<file path="src/rtl/seg7_pkg.sv">
// Shared types, glyph table and anode helper for the seven-segment scan controller.
package seg7_pkg;

  typedef enum logic {DARK = 1'b0, ON = 1'b1} scan_state_t;

  localparam logic [7:0] SEG_BLANK = 8'hFF;
  localparam logic [6:0] SEG7_OFF  = 7'h7F;

  // a..g, active-low
  localparam logic [6:0] SEG7_GLYPH [0:9] = '{
    7'b0000001, 7'b1001111, 7'b0010010, 7'b0000110, 7'b1001100,
    7'b0100100, 7'b0100000, 7'b0001111, 7'b0000000, 7'b0000100
  };

  function automatic logic [3:0] onehot_an(input logic [1:0] idx);
    return ~(4'b0001 << idx);
  endfunction

endpackage

</file>
<file path="src/rtl/seg7_bcd_decode.sv">
// Combinational BCD to seven-segment (a..g, active-low); codes 10..15 decode to all-off.
module seg7_bcd_decode
  import seg7_pkg::*;
(
  input  logic [3:0] bcd,
  output logic [6:0] seg
);

  always_comb begin
    seg = SEG7_OFF;
    if (bcd <= 4'd9) seg = SEG7_GLYPH[bcd];
  end

endmodule

</file>
<file path="src/rtl/seg7_scan_ctrl.sv">
// Four-digit common-anode scan controller with dead-time and frame-aligned data update.
// Optional build macro SEG7_LEADING_ZERO_BLANK_EN darkens leading zero digits (digit 0 never).
module seg7_scan_ctrl
  import seg7_pkg::*;
#(
  parameter int REFRESH_DIV  = 100000,
  parameter int BLANK_CYCLES = 1000
) (
  input  logic        clk,
  input  logic        rst,
  input  logic        en,
  input  logic        load,
  input  logic [15:0] digits_in,
  input  logic [3:0]  dp_in,
  output logic        upd_ack,
  output logic        frame_done,
  output logic [1:0]  digit_idx,
  output logic [7:0]  seg,
  output logic [3:0]  an
);

  localparam int NUM_DIGITS = 4;
  localparam int CW         = $clog2(REFRESH_DIV);
  localparam logic [CW-1:0] CNT_LAST = CW'(REFRESH_DIV - 1);
  localparam logic [CW-1:0] CNT_LIT  = CW'(BLANK_CYCLES);

  scan_state_t state, state_nx;
  logic [CW-1:0] cnt;
  logic [1:0]    idx;
  logic [NUM_DIGITS-1:0][3:0] act_dig, pend_dig;
  logic [NUM_DIGITS-1:0]      act_dp, pend_dp;
  logic                       pend;
  logic [NUM_DIGITS-1:0][6:0] glyph;
  logic slot_end, wrap, apply;
  logic [7:0] seg_d;
  logic [3:0] an_d;
  logic [1:0] idx_d;

  for (genvar g = 0; g < NUM_DIGITS; g++) begin : g_lane
    logic [6:0] dec;
    seg7_bcd_decode u_dec (.bcd(act_dig[g]), .seg(dec));
`ifdef SEG7_LEADING_ZERO_BLANK_EN
    // dark when this digit and every digit above it are zero
    logic hi_zero;
    assign hi_zero  = (act_dig >> (4 * g)) == '0;
    assign glyph[g] = (g != 0 && hi_zero) ? SEG7_OFF : dec;
`else
    assign glyph[g] = dec;
`endif
  end

  always_ff @(posedge clk or posedge rst) begin
    if (rst) state <= DARK;
    else     state <= state_nx;
  end

  always_comb begin
    state_nx = state;
    case (state)
      DARK:    if (en)  state_nx = ON;
      ON:      if (!en) state_nx = DARK;
      default: state_nx = DARK;
    endcase
  end

  assign slot_end = cnt == CNT_LAST;
  assign wrap     = (state_nx == ON) && slot_end && (idx == 2'd3);
  // pending data goes live at the frame wrap, or straight away while dark
  assign apply    = (pend || load) && (wrap || state_nx == DARK);

  always_comb begin
    seg_d = SEG_BLANK;
    an_d  = 4'hF;
    idx_d = 2'd0;
    if (state_nx == ON) begin
      idx_d = idx;
      if (cnt >= CNT_LIT) begin
        an_d  = onehot_an(idx);
        seg_d = {glyph[idx], ~act_dp[idx]};
      end
    end
  end

  always_ff @(posedge clk or posedge rst) begin
    if (rst) begin
      cnt        <= '0;
      idx        <= 2'd0;
      act_dig    <= '0;
      act_dp     <= '0;
      pend_dig   <= '0;
      pend_dp    <= '0;
      pend       <= 1'b0;
      upd_ack    <= 1'b0;
      frame_done <= 1'b0;
      digit_idx  <= 2'd0;
      seg        <= SEG_BLANK;
      an         <= 4'hF;
    end else begin
      if (state_nx == ON) begin
        cnt <= slot_end ? '0 : cnt + 1'b1;
        if (slot_end) idx <= idx + 2'd1;
      end else begin
        cnt <= '0;
        idx <= 2'd0;
      end
      if (load) begin
        pend_dig <= digits_in;
        pend_dp  <= dp_in;
        pend     <= 1'b1;
      end
      if (apply) begin
        act_dig <= load ? digits_in : pend_dig;
        act_dp  <= load ? dp_in : pend_dp;
        pend    <= 1'b0;
      end
      upd_ack    <= apply;
      frame_done <= wrap;
      digit_idx  <= idx_d;
      seg        <= seg_d;
      an         <= an_d;
    end
  end

endmodule

</file>
<file path="config.mk">
export PLATFORM = sky130hd
export DESIGN_NAME = seg7_scan_ctrl
export DESIGN_NICKNAME = d
export VERILOG_FILES = /design/src/rtl/seg7_pkg.sv /design/src/rtl/seg7_bcd_decode.sv /design/src/rtl/seg7_scan_ctrl.sv
export SDC_FILE = /design/constraint.sdc
export NUM_CORES = 1
export LEC_CHECK = 0
export CAP_MARGIN = 0
export CORE_AREA = 2 2 86 88
export CTS_BUF_LIST = sky130_fd_sc_hd__clkbuf_2
export DETAILED_ROUTE_END_ITERATION = 10
export DIE_AREA = 0 0 88 90
export GPL_ROUTABILITY_DRIVEN = 0
export PLACE_DENSITY = 0.81
export SYNTH_ARGS = -nofsm -noshare
export SYNTH_HDL_FRONTEND = slang
export SYNTH_SLANG_ARGS = --single-unit
</file>
<file path="constraint.sdc">
create_clock -name clk -period 5.2 [get_ports clk]
set_clock_uncertainty 0.1 [all_clocks]
set_input_delay 1.04 -clock clk [delete_from_list [all_inputs] [get_ports clk]]
set_output_delay 1.04 -clock clk [all_outputs]
set_load 0.05 [all_outputs]
</file>
==> impl_metrics.json <==
{
  "post_cts_buffers": 0,
  "die_w_um": 88,
  "slew-limit-headroom": 0.324,
  "ir_drop_mv": 0.128,
  "drive_gt1_frac": 0.212,
  "setup_viol": 0,
  "cts_tree": "built",
  "drv_cap": 0,
  "internal_power_uw": 871,
  "drv_slew": 0,
  "worstSetupStartpointType": "input port",
  "first_global_vias": 2648,
  "core_um2": 7020,
  "ys_types": 43,
  "rows": 31,
  "fin_nets": 432,
  "path_max_fanout": 21,
  "track_usage": 0.203,
  "initial_core_util": 0.577,
  "min_period_ns": 3.15,
  "regArea_um2": 1920,
  "dominantRegCellSynth": "dfrtp_1",
  "ys_seq_elements": 76,
  "syn_inst": 346,
  "clkTransAtPathRegs_ns": 0.22,
  "synthArstFlopShare": 1.00,
  "drtIter0Drc": 193,
  "grt_pass1_wl_mm": 12.6,
  "p_clk_frac": 0.228,
  "power_mw": 1.29,
  "power_leakage_nw": 1.98,
  "synth-edff-count": 0,
  "drtPass1Iterations": 4,
  "n_antenna_cell": 0,
  "cts_resized": 0,
  "viasPerCell": 5.42,
  "ctsHoldBuffers": 0,
  "hp-class": "reg -> reg",
  "cts_htree_levels": 3,
  "p_per_area_nw_per_um2": 281,
  "antenna_found_initial": 0,
  "insertion_delay_ns": 0.53,
  "clkSinkCount": 76,
  "max_freq_mhz": 317,
  "synth.area.top_cells": "dfrtp_1 40%, ha_1 8.0%, dfstp_2 7.8%, mux2_4 7.0%, mux2_2 5.8%",
  "yosysTopAreaCellShare": 0.395,
  "cp-end-kind": "flop",
  "required_ns": 5.52,
  "grt-ovfl-total": 0,
  "grt_max_degree": 51,
  "finalCritPeriodShare": 0.606,
  "syn-cell-area_um2": 4050,
  "crit_type": "in -> reg",
  "p_seq_frac": 0.543,
  "pwr-share-comb": 0.229,
  "drc": 0,
  "wire_per_inst_um": 15.2,
  "dieArea_um2": 7920,
  "synth_top_area_cell": "dfrtp_1",
  "worst_pin_slew_ns": 1.01,
  "n_fill_cell": 547,
  "yosys_warnings": 0,
  "outcome": "completed",
  "rsz0062_at_grt": "no",
  "io_buffers": 39,
  "die_height_um": 90,
  "root_buffer": "clkbuf_2",
  "fin_setup_tns_ns": 0,
  "swShare": 0.323,
  "cts_buffers": 9,
  "drt_wl_total_mm": 7.39,
  "syn_avg_cell_area_um2": 11.7,
  "area_growth_pct": 13.0,
  "multi_input_area_um2": 1970,
  "vias": 2633,
  "synth-seq-area-share": 0.473,
  "clk_path_buf_depth": 2,
  "synthesis.nets": 396,
  "antenna_left": 0,
  "p_sw_uw": 415,
  "io_pins": 40,
  "dp_hpwl_mm": 5.32,
  "finalHoldViolCount": 0,
  "cp.arrival_ns": 3.47
}
[flip-flops by register name, indices dropped and copies added (netlist names)]
signal      flops
digit_idx       2
act_dp          4
pend            1
frame_done      1
cnt            17
seg             8
upd_ack         1
pend_dp         4
an              4
idx             2
pend_dig       16
act_dig        16
[power by group through the flow]
stage          Clock, mW  Sequential [mW]  Combinational, mW
6_report           0.293            0.699              0.295
5_1_grt            0.328            0.710              0.327
4_1_cts            0.304            0.700              0.296
3_5_place_dp           0            0.710              0.293
3_3_place_gp           0            0.707              0.280
2_1_floorplan          0            0.678              0.250
[cells by family after synthesis]
group / Yosys count / synth area share
flip-flops: 76 / 0.473
adder cells (fa/ha/maj): 26 / 0.0803
AND/OR/NAND/NOR: 104 / 0.148
AO/OA/AOI/OAI: 47 / 0.0775
multiplexers: 48 / 0.152
buffers and inverters: 31 / 0.0398
XOR/XNOR: 14 / 0.0303
[per-stage QoR]
step	setup slack, ns	utilization	area, um2	hold WS [ns]	std cells
floorplan	2.14	-	4050	0.368	346
global placement	1.53	0.638	4480	0.379	470
detailed placement	1.46	0.638	4480	0.385	470
CTS	2.06	0.652	4580	0.431	486
global route	1.95	0.652	4580	0.453	486
finish	2.05	0.652	4580	0.429	486
[cell type report]
type | count | share of cell area
inverter | 15 | 0.0123
sequential | 76 | 0.418
clock inverter | 7 | 0.0128
timing repair buffer | 41 | 0.0885
multi-input combinational | 239 | 0.431
clock buffer | 9 | 0.00983
tap | 99 | 0.0270
[placed cells by master, fill, tap and decap left out, types with 7 or more instances in the layout]
master           synthesis  routed
dfrtp_1                 64      64
clkdlybuf4s50_1          0      39
ha_1                    26      26
nor2_1                  23      23
mux2_2                  21      21
mux2_4                  19      19
nand2_1                 16      16
inv_1                   15      14
o22ai_1                 14      14
a21oi_1                 12      12
dfstp_2                 12      12
and2_1                   9       9
clkbuf_2                 1       9
nand3_1                  7       7
nor3_1                   7       7
a22oi_1                  7       7
nor2b_1                  7       7
mux2i_1                  7       7
xnor2_1                  7       7
xor2_1                   7       7
[layer usage]
| layer | track usage | vias up | part of all wire |
|---|---|---|---|
| met1 | 0.283 | 1272 | 0.47 |
| met5 | 0 | - | 0 |
| met3 | 0.0349 | 12 | 0.033 |
| met2 | 0.313 | 58 | 0.48 |
| met4 | 0.0833 | 0 | 0.016 |
| li1 | - | 1291 | - |
[cells in the mapped netlist (2+ instances only)]
master,n
dfstp_2,12
xor2_1,7
and3_1,3
buf_1,2
clkbuf_1,7
mux2_4,19
nor2_1,23
o21bai_1,4
o22ai_1,14
mux2_2,21
xnor2_1,7
and2_1,9
a22oi_1,7
nand4_1,6
nand2b_1,5
nor3_1,7
mux2i_1,7
nor2b_1,7
dfrtp_1,64
o31ai_1,2
nand2_1,16
buf_12,2
inv_1,15
ha_1,26
or2_2,6
a21oi_1,12
nand3_1,7
o21ai_0,2
a21o_1,4
and4_1,3
buf_2,3
or4_1,2
nor3b_1,4
nor4_1,2
[path summary, 6_finish.rpt]
check | from | endpoint | slack (ns) | depth (start not counted)
min reg2reg | pend_dig[10] | pend_dig[10] | 0.43 | 1
min | pend_dig[10] | pend_dig[10] | 0.43 | 1
max in group asynchronous | rst | seg[3] | 3.08 | 3
min in group asynchronous | rst | cnt[13] | 0.92 | 2
max reg2reg | cnt[0] | act_dig[3] | 2.55 | 5
max | load | act_dig[3] | 2.05 | 5
[worst max-delay path: stages]
cell,delay (ns)
clkdlybuf4s50_1,0.75
buf_4,0.32
o21ai_0,0.18
o22ai_4,0.76
mux2_2,0.41
No activity file was read; power rests on OpenSTA's default activity.
